### config.mk
export PLATFORM = sky130hd
export DESIGN_NAME = rgbw_spi_frame_rx
export DESIGN_NICKNAME = d
export VERILOG_FILES = /design/src/rtl/rgbw_spi_frame_rx.sv
export SDC_FILE = /design/constraint.sdc
export NUM_CORES = 1
export LEC_CHECK = 0
export BUFFER_PORTS_ARGS = -buffer_cell sky130_fd_sc_hd__buf_2
export CORE_MARGIN = 1
export CORE_UTILIZATION = 52
export DETAILED_ROUTE_END_ITERATION = 12
export PLACE_DENSITY = 0.82
export SKIP_CTS_REPAIR_TIMING = 1
export SYNTH_ARGS = -nofsm -noshare
export SYNTH_HDL_FRONTEND = slang
export SYNTH_SLANG_ARGS = --single-unit
export TNS_END_PERCENT = 50
### constraint.sdc
create_clock -name clk12 -period 2.2 [get_ports clk12]
set_clock_uncertainty 0.1 [all_clocks]
set_input_delay 0.11 -clock clk12 [delete_from_list [all_inputs] [get_ports clk12]]
set_output_delay 0.11 -clock clk12 [all_outputs]
set_load 0.1 [all_outputs]
### src/rtl/rgbw_spi_frame_rx.sv
// SPI mode-1 slave byte recovery plus framed, XOR-checksummed NUM_CH-byte payload parser.
// ch_data only moves on frame_valid, so downstream PWM never sees a partial frame.
module rgbw_spi_frame_rx #(
  parameter int          NUM_CH      = 6,
  parameter logic [7:0]  SYNC_BYTE   = 8'h55,
  parameter logic [7:0]  CHK_SEED    = 8'h00,
  parameter int          TIMEOUT_CYC = 4096
) (
  input  logic                  clk12,
  input  logic                  reset,
  input  logic                  sck0,
  input  logic                  mosi,
  input  logic                  cs,
  output logic [8*NUM_CH-1:0]   ch_data,
  output logic                  frame_valid,
  output logic                  frame_err,
  output logic [7:0]            rx_byte,
  output logic                  rx_byte_valid,
  output logic                  busy
);

  localparam int IW = (NUM_CH > 1) ? $clog2(NUM_CH) : 1;
  localparam int TW = $clog2(TIMEOUT_CYC + 1);
  localparam logic [IW-1:0] LAST_IDX = IW'(NUM_CH - 1);
  localparam logic [TW-1:0] TO_VAL   = TW'(TIMEOUT_CYC);

  typedef enum logic [1:0] {HUNT, DATA, CHECK} state_t;

  logic [2:0] sck_s;
  logic [1:0] mosi_s, cs_s;
  logic [7:0] shreg;
  logic [2:0] bit_cnt;
  logic       sck_fall;
  logic [7:0] nxt_byte;

  state_t                 state;
  logic [IW-1:0]          idx;
  logic [7:0]             chk;
  logic [TW-1:0]          timer;
  logic [NUM_CH-1:0][7:0] shadow;

  assign sck_fall = sck_s[2] & ~sck_s[1];
  assign nxt_byte = {shreg[6:0], mosi_s[1]};
  assign busy     = (state != HUNT);

  // cs synchroniser idles high so nothing is captured straight out of reset
  always_ff @(posedge clk12 or negedge reset) begin
    if (!reset) begin
      sck_s  <= '0;
      mosi_s <= '0;
      cs_s   <= 2'b11;
    end else begin
      sck_s  <= {sck_s[1:0], sck0};
      mosi_s <= {mosi_s[0], mosi};
      cs_s   <= {cs_s[0], cs};
    end
  end

  always_ff @(posedge clk12 or negedge reset) begin
    if (!reset) begin
      shreg         <= '0;
      bit_cnt       <= '0;
      rx_byte       <= '0;
      rx_byte_valid <= 1'b0;
    end else begin
      rx_byte_valid <= 1'b0;
      if (cs_s[1]) begin
        bit_cnt <= '0;
      end else if (sck_fall) begin
        shreg   <= nxt_byte;
        bit_cnt <= bit_cnt + 3'd1;
        if (bit_cnt == 3'd7) begin
          rx_byte       <= nxt_byte;
          rx_byte_valid <= 1'b1;
        end
      end
    end
  end

  // An arriving byte always wins over a timeout in the same cycle.
  always_ff @(posedge clk12 or negedge reset) begin
    if (!reset) begin
      state       <= HUNT;
      idx         <= '0;
      chk         <= '0;
      timer       <= '0;
      shadow      <= '0;
      ch_data     <= '0;
      frame_valid <= 1'b0;
      frame_err   <= 1'b0;
    end else begin
      frame_valid <= 1'b0;
      frame_err   <= 1'b0;
      if (rx_byte_valid) begin
        timer <= '0;
        case (state)
          HUNT: if (rx_byte == SYNC_BYTE) begin
            state <= DATA;
            idx   <= '0;
            chk   <= CHK_SEED;
          end
          DATA: begin
            shadow[idx] <= rx_byte;
            chk         <= chk ^ rx_byte;
            if (idx == LAST_IDX) state <= CHECK;
            else                 idx   <= idx + 1'b1;
          end
          CHECK: begin
            if (rx_byte == chk) begin
              ch_data     <= shadow;
              frame_valid <= 1'b1;
            end else begin
              frame_err <= 1'b1;
            end
            state <= HUNT;
          end
          default: state <= HUNT;
        endcase
      end else if (state == HUNT) begin
        timer <= '0;
      end else if (timer == TO_VAL) begin
        state     <= HUNT;
        frame_err <= 1'b1;
        shadow    <= '0;
        timer     <= '0;
      end else begin
        timer <= timer + 1'b1;
      end
    end
  end

endmodule

Word-level counts from Yosys, hierarchy flattened
Cells that the tools add are included.

storage, ports and cells
  register bits = 150
  bits of input ports = 5
  output and inout bits = 60

operators by class
  reduce and logical (&&, ||, !) cells = 13
  $add $sub $neg = 3
  eq/ne operators = 12
  bitwise operators = 4
  muxes and demuxes = 34
  magnitude comparators = 2

operators with widths
  operator               count
  $mux 48                4
  $bwmux 48              1
  $mux 13                3
  $demux 8 s3            1
  $mux 8                 2
  $pmux 8 s2             1
  $add 13x1->13 const B  1
  $eq 13x13->1 const B   1
  $mux 3                 4
  $reduce_and 3->1       4
  $mux 1                 11
  $mux 2                 5
  $eq 8x7->1 const B     1
  $eq 8x8->1             1
  $reduce_and 4->1       2
  $reduce_bool 2->1      4
  $xor 8x8->8            1
  $add 3x1->3 const B    2
  $eq 3x3->1 const B     2
  $ne 2x2->1 const B     3
  $pmux 3 s2             1
  $lt 3x4->1 const B     1
  $pmux 2 s2             1
  $ge 3x1->1 const B     1
  other kinds (9)        10

Logic depth before layout (Yosys ltp)
Gate-level depths: netlist (run 1).

  word-level depth = 7
  mapped depth = 7
  depth with buffers taken out = 6

Worst setup path after synthesis (run 1)
Ideal clock, no wire load.

  path kind = flip-flop to flip-flop
  start point = register rx_byte_valid
  end point = register shadow[0] (netlist bit)
  data arrival time = 2.445 ns
  library setup time = 0.066 ns
  slack = -0.411 ns
  buffers on the path = 1
  stages on the path, launching flop included = 5
  cells stage by stage = dfrtp_1 buf_2 or3b_2 nor3_1 a22o_1

on the way
  longest elaborated chain between the ends = 2
  elaborated cells between the ends (all ways) = 5
  classes of those cells = eq/ne (2); mux (1); reduce/logical (2)

ends and longest elaborated chain
  element                                              line  RTL
  from (decl)                                          18    output logic rx_byte_valid,
  from (signal assigned)                               64    rx_byte_valid <= 1'b0;
  from (signal assigned)                               66    rx_byte_valid <= 1'b0;
  from (signal assigned)                               74    rx_byte_valid <= 1'b1;
  $ne 2x1->1 (no source line) (tied with other cells)  --
  $reduce_and 3->1 (no source line)                    --
  to (signal, indexed assignment)                      103   shadow[idx] <= rx_byte;
  to (decl)                                            40    logic [NUM_CH-1:0][7:0] shadow;

Several ways; a longest one is shown, not always the timed one.
A chain may end at the register's enable or synchronous reset.

Worst setup path in the final report (run 1)
  start point = register rx_byte[1]
  end point = register ch_data[25]

on the way
  longest elaborated chain between the ends = 2

ends and longest elaborated chain
  element                            line  RTL
  from (decl)                        17    output logic [7:0] rx_byte,
  from (signal assigned)             73    rx_byte <= nxt_byte;
  $eq 8x8->1                         109   if (rx_byte == chk) begin
  $reduce_and 3->1 (no source line)  --
  to (signal assigned)               110   ch_data <= shadow;
  to (decl)                          14    output logic [8*NUM_CH-1:0] ch_data,

Every way passes these cells.

==> run_results.csv, run 1 <==
group,metric,value,unit
run_status,outcome,"completed",
worst_setup_path,reg2reg_depth,5,
cts,clk_pin_slew,0.06,ns
cts,cts.htree.levels,4,
timing,period_needed,2.12,ns
route,vias,3924,
place,dpl-instance-area,6710,µm²
route,drc,0,
worst_setup_path,crit_path_end_kind,"flop",
synthesis,ys_ff_latch,150,
global_route,grt_pass1_wl,20.5,mm
finish,seqCellArea,3790,µm²
finish,area_growth,22.3,%
die,start_util,0.545,
die,die-area,12000,µm²
timing,relSlewSlack,0.378,
timing,slew_violations,0,
finish,fin_util,0.666,
finish,multi_input_area,2150,µm²
die,die_h,110,µm
pwr,pwr-share-clk,0.493,
flow_run,max_cap_viol_count,0,
pwr,intPower,4740,µW
timing,timing.fmax,471,MHz
route,routedWlPerCell,18.4,µm
global_route,antenna_found_initial,0,
timing,worst_slack,0.0760,ns
hold_path,hp-class,"input port to async pin",
global_route,grt_max_degree,60,
timing,tightest_slew,0.925,ns
worst_setup_path,r2r_start,"rx_byte[1]",
timing,period_share,0.965,
pwr,p_leak,0.00361,µW
die,die_w,110,µm
global_route,grt_overflow_total,0,
synthesis,synth.cell_area,6010,µm²
timing,rsz0062_at_grt,"false",
worst_setup_path,cp_max_fo,27,
timing,hold_viol,0,
finish,drive_gt1_frac,0.362,
pwr,net-switching-power,1170,µW
route,drtAntennaViolNets,0,
pwr,p_sw_frac,0.198,
finish,fin_area,7350,µm²
cts,clock_latency,0.42,ns
timing,timing.hold.ws,0.128,ns
finish,antenna_cells,0,
finish,nFillCells,773,
route,wl,12.5,mm
cts,clock_sinks,150,
synthesis,synth.avg_cell_area,13.5,µm²
global_route,groute.usage.overall,0.234,
timing,finalSetupViolCount,0,
synthesis,synth.distinct_cells,36,
place,port-buffer-count,64,
route,drt-pass1-iter-count,6,
route,drt-initial-drc-count,253,
worst_setup_path,timing.rr.end,"ch_data[25]",
worst_setup_path,path_class,"flop to flop",
worst_setup_path,cp.arrival,2.32,ns
die,io_pins,65,
pwr,max-vdd-ir-drop,629,µV
cts,cts-root-buf,"clkbuf_16",
die,core-area,11000,µm²
pwr,powerDensity,805,nW/µm²
worst_setup_path,r2r_slack,0.08,ns
place,place.gp.congestion,0.832,
place,preCtsSetupSlack,0.102,ns
synthesis,synthCells,445,
pwr,combPwrFrac,0.022,
global_route,grt_pass1_vias,3960,
timing,fin_setup_tns,0,ns
die,rows,38,
pwr,power_frac_seq,0.485,
place,dpl.hpwl,8.35,mm
cts,cts_buffers,17,
synthesis,ys_seq_area_frac,0.625,
worst_setup_path,critical_path_required,2.40,ns
route,vias_per_cell,5.75,
cts,clockBufferDepth,2,
cts,cts_tree,"built",
synthesis,yosys_warnings,0,
synthesis,synth_nets,456,
worst_setup_path,start_kind,"flop",
worst_setup_path,cp-startpoint,"rx_byte[1]",
finish,fin_nets,542,
==> sequential cells by signal, indices dropped and copies added, names as in the netlist <==
name and flops:
state 2, rx_byte_valid 1, rx_byte 8, frame_valid 1, idx 3, shreg 7, ch_data 48, chk 8
sck_s 3, mosi_s 2, timer 13, cs_s 2, frame_err 1, shadow 48, bit_cnt 3
==> layout make-up <==
cell class | instances | area share
timing repair buffer | 89 | 0.0819
multi-input combinational | 265 | 0.293
clock buffer | 23 | 0.0650
clock inverter | 7 | 0.0163
sequential | 150 | 0.516
tap | 140 | 0.0238
inverter | 8 | 0.00409
==> stage by stage <==
step                cells  power [µW]
finish                682        5920
global route          682        6100
CTS                   678        5960
detailed placement    648        3040
global placement      648        3030
floorplan             445        2950
==> layout by cell type, fill, tap and decap left out, types with 4 or more instances in the layout <==
| cell type | count |
|---|---|
| buf_2 | 62 |
| mux2_2 | 63 |
| o21ai_0 | 11 |
| mux2i_1 | 4 |
| o21ai_2 | 6 |
| clkbuf_16 | 17 |
| dfrtp_1 | 139 |
| buf_4 | 16 |
| dlygate4sd3_1 | 4 |
| nand2_1 | 7 |
| ha_1 | 6 |
| xnor2_1 | 14 |
| inv_1 | 7 |
| nand2b_1 | 11 |
| nor3_1 | 7 |
| xor2_1 | 5 |
| nand3_1 | 4 |
| a22o_1 | 49 |
| o41ai_1 | 8 |
| nand4_1 | 6 |
| buf_12 | 6 |
| nor2_1 | 33 |
| dfrtp_4 | 9 |
==> power by group through the flow <==
stage | clock network [µW] | registers [µW] | logic [µW]
after global routing | 3080 | 2870 | 147
after CTS | 2970 | 2870 | 130
final | 2920 | 2870 | 129
after detailed placement | 0 | 2910 | 129
after floorplan | 0 | 2900 | 56.1
after global placement | 0 | 2910 | 124
==> worst max-delay path by stage <==
stage	end	slack (ns)
6_report	ch_data[25]	0.08
5_1_grt	shadow[24]	0.008
4_1_cts	shadow[24]	0.09
3_5_place_dp	ch_data[31]	0.10
3_3_place_gp	shadow[12]	0.15
2_1_floorplan	idx[2]	0.03
==> cell usage after synthesis <==
library cell / n / share of area
buf_2: 4 / 0.0033
nor4_4: 1 / 0.0035
dfrtp_1: 148 / 0.62
nor2_1: 33 / 0.021
or3b_2: 1 / 0.0015
xor2_1: 5 / 0.0073
mux2_2: 63 / 0.12
or4b_1: 2 / 0.0033
and2_1: 2 / 0.0021
and3_1: 3 / 0.0031
nor3_1: 9 / 0.0075
a21oi_1: 3 / 0.0025
xnor2_1: 14 / 0.020
a21o_1: 1 / 0.0012
nand4_1: 6 / 0.0062
o21ai_2: 6 / 0.0087
or4_1: 1 / 0.0012
nor4_1: 3 / 0.0031
nand3_1: 4 / 0.0033
o22ai_1: 1 / 0.0010
o41ai_1: 8 / 0.012
a22o_1: 49 / 0.071
ha_1: 6 / 0.012
o21ai_0: 11 / 0.0092
clkinv_1: 1 / 0.00062
nand2_1: 7 / 0.0044
nand2b_1: 11 / 0.011
o2bb2ai_1: 1 / 0.0015
mux2i_1: 4 / 0.0067
or3_1: 3 / 0.0031
inv_1: 7 / 0.0044
dfstp_2: 2 / 0.0087
nor4bb_1: 2 / 0.0033
nand3b_1: 2 / 0.0025
clkbuf_1: 18 / 0.011
nor2b_1: 3 / 0.0031
==> layer usage <==
metal / vias up / global-route usage / part of all wire
met1: 1993 / 0.307 / 0.44
met4: 0 / 0.0867 / 0.014
met5: - / 0 / 0
li1: 1785 / - / -
met2: 128 / 0.372 / 0.49
met3: 18 / 0.0664 / 0.054
==> critical path, stage by stage (launching register included) <==
cell and delay [ns]:
dfrtp_4 0.53, xnor2_1 0.17, nand4_1 0.22, nor3_4 0.37
buf_12 0.23, mux2_2 0.37
==> cells by family after synthesis <==
family / after synthesis / share of synthesized area
AOI/OAI and AO/OA: 80 / 0.107
xor gates and xnor gates: 19 / 0.0277
adders and majority gates: 6 / 0.0125
buffers and inverters: 30 / 0.0196
DFF: 150 / 0.625
muxes: 67 / 0.125
and+or+nand+nor: 93 / 0.0835
(Power assumes the default switching activity.)
==> inputs of run 2 (changes only) <==
--- a/config.mk
+++ b/config.mk
@@ -5,11 +5,12 @@
 export SDC_FILE = /design/constraint.sdc
 export NUM_CORES = 1
 export LEC_CHECK = 0
+export ABC_AREA = 1
 export BUFFER_PORTS_ARGS = -buffer_cell sky130_fd_sc_hd__buf_2
 export CORE_MARGIN = 1
-export CORE_UTILIZATION = 52
+export CORE_UTILIZATION = 53
 export DETAILED_ROUTE_END_ITERATION = 12
-export PLACE_DENSITY = 0.82
+export PLACE_DENSITY = 0.83
 export SKIP_CTS_REPAIR_TIMING = 1
 export SYNTH_ARGS = -nofsm -noshare
 export SYNTH_HDL_FRONTEND = slang
==> run_results.csv, run 2 <==
group,metric,value,unit
run_status,outcome,"finished with violations",
synthesis,ys_ff_latch,150,
timing,period_share,0.888,
finish,layout_commonest_cell,"nand2_1",
timing,rsz0062_at_grt,"false",
timing,slew_violations,0,
die,io_pins,65,
pwr,finalPower,5820,µW
die,start_util,0.552,
finish,antenna_cells,0,
synthesis,yosys-top-cells-count,"326 x nand2_1, 148 x dfrtp_1, 59 x nand4_1",
timing,timing.fmax,512,MHz
global_route,grt_max_degree,50,
global_route,grt_util_met3,0.0697,
place,place.gp.congestion,0.858,
pwr,powerDensity,765,nW/µm²
synthesis,yosys_warnings,0,
global_route,grt-busiest-layer,"met2",
route,vias_per_cell,5.30,
finish,area_growth,18.7,%
die,rows,39,
cts,cts.htree.levels,4,
finish,fin_area,7610,µm²
route,drt-pass1-iter-count,9,
die,core-area,11600,µm²
synthesis,ys_seq_area_frac,0.586,
cts,clock_latency,0.41,ns
worst_setup_path,cp.arrival,1.74,ns
place,placed_cells,933,
pwr,p_leak,0.00431,µW
synthesis,synth_top_cell_by_area,"dfrtp_1",
timing,fin_setup_tns,0,ns
route,drt-initial-drc-count,359,
place,dpl.hpwl,8.87,mm
finish,final_cells,969,
cts,clk_pin_slew,0.06,ns
place,port-buffer-count,64,
global_route,groute.usage.overall,0.235,
finish,mostFrequentLayoutCells,"326 x nand2_1, 139 x dfrtp_1, 63 x buf_2",
synthesis,synth.area.top_cells,"dfrtp_1 58%, nand2_1 19%, nand4_1 5.8%",
timing,period_needed,1.95,ns
timing,relSlewSlack,0.672,
route,routedWlPerCell,14.0,µm
global_route,grt_overflow_total,0,
synthesis,async_flop_share,1.00,
route,vias,5135,
synthesis,synth_ff_type,"dfrtp_1",
route,wl,13.6,mm
synthesis,synth.most_common_cell,"nand2_1",
global_route,antenna_found_initial,0,
timing,finalSetupViolCount,0,
global_route,grt_pass1_vias,4892,
synthesis,synthCells,739,
worst_setup_path,reg2reg_depth,11,
worst_setup_path,start_kind,"flop",
cts,clockBufferDepth,2,
synthesis,synth_edf_count,0,
worst_setup_path,cp_max_fo,12,
global_route,grt_pass1_wl,23.3,mm
finish,seqCellArea,3770,µm²
finish,fin_util,0.655,
synthesis,synth.cell_area,6410,µm²
global_route,grtUsageMet1,0.307,
cts,clock_sinks,150,
worst_setup_path,critical_path_required,1.99,ns
pwr,max-vdd-ir-drop,723,µV
cts,cts_buffers,17,
global_route,gr-usage-met2,0.387,
finish,drive_gt1_frac,0.176,
synthesis,synth_nets,750,
timing,hold_viol,0,
cts,cts-root-buf,"clkbuf_16",
hold_path,hp-class,"input port to async pin",
flow_run,max_cap_viol_count,0,
synthesis,netlist.area_leader.share,0.578,
cts,cts_tree,"built",
place,dpl-instance-area,6970,µm²
worst_setup_path,crit_path_end_kind,"output port",
finish,largestRegisters,"ch_data (48), shadow (48), timer (13)",
timing,tightest_slew,0.495,ns
route,drtAntennaViolNets,0,
worst_setup_path,slowest_delay,0.59,ns
worst_setup_path,slowest_stage,"dfrtp_1",
route,drc,6,
die,die_h,112,µm
finish,nFillCells,942,
finish,multi_input_area,2330,µm²
worst_setup_path,path_class,"flop to output port",
die,die-area,12500,µm²
finish,fin_nets,824,
worst_setup_path,cp_cell_sequence,"nor2_1 > inv_1 > buf_2",
run_status,violations,"design-rule violations",
synthesis,synth.avg_cell_area,8.67,µm²
synthesis,synth.distinct_cells,26,
die,die_w,112,µm
## run 2: cell types whose count changed after synthesis, sizes merged, moves of 8 or more
cell | previous run | this run
buf | 4 | 12
nand2 | 7 | 333
nand3 | 4 | 15
inv | 7 | 53
a22o | 49 | 2
nand2b | 11 | 0
nand4 | 6 | 59
mux2 | 63 | 0
o41ai | 8 | 0
## run 2: kinds of logic (layout without fill, tap and decap cells)
family | after synthesis | in the layout | share of synthesized area
AOI/OAI and AO/OA | 27 | 27 | 0.0223
xor gates and xnor gates | 9 | 9 | 0.0123
adders and majority gates | 6 | 6 | 0.0117
DFF | 150 | 150 | 0.586
and+or+nand+nor | 464 | 464 | 0.315
buffers and inverters | 83 | 170 | 0.0523
## run 2: metrics by stage
step / worst slack [ns] / hold WS, ns
floorplan: 0.261 / -0.286
global placement: 0.406 / -0.0246
detailed placement: 0.351 / -0.0215
CTS: 0.237 / -0.469
global route: 0.113 / 0.136
finish: 0.247 / 0.102
## run 2: critical path, delay by kind of cell, from the launching register on
family,cells,cell delay [ns]
buffers and inverters,2,0.58
DFF,1,0.59
and+or+nand+nor,1,0.16
## run 2: power breakdown
group          switching (µW)  internal, µW  total (µW)
logic                    79.3          30.0         109
clock network            1100          1800        2900
registers                18.5          2800        2820
## run 2: layer usage
| metal | vias up | wire [µm] |
|---|---|---|
| li1 | 2505 | - |
| met5 | - | 0 |
| met2 | 143 | 6650 |
| met4 | 0 | 136 |
| met3 | 13 | 721 |
| met1 | 2474 | 6050 |
## run 2: area by class of cell
class / instances / share of cell area
sequential: 150 / 0.495
multi-input combinational: 506 / 0.306
tap: 143 / 0.0235
inverter: 53 / 0.0262
clock buffer: 22 / 0.0637
clock inverter: 10 / 0.0155
timing repair buffer: 85 / 0.0699
## run 2: final timing paths
path / start / endpoint / slack (ns)
max in group asynchronous: reset / ch_data[16] / 1.20
worst max-delay path: state[0] / busy / 0.25
worst min-delay path: reset / ch_data[45] / 0.10
min in group clk12: mosi / mosi_s[0] / 0.24
worst min register to register: sck_s[0] / sck_s[1] / 0.25
worst max register to register: timer[0] / shadow[12] / 0.32
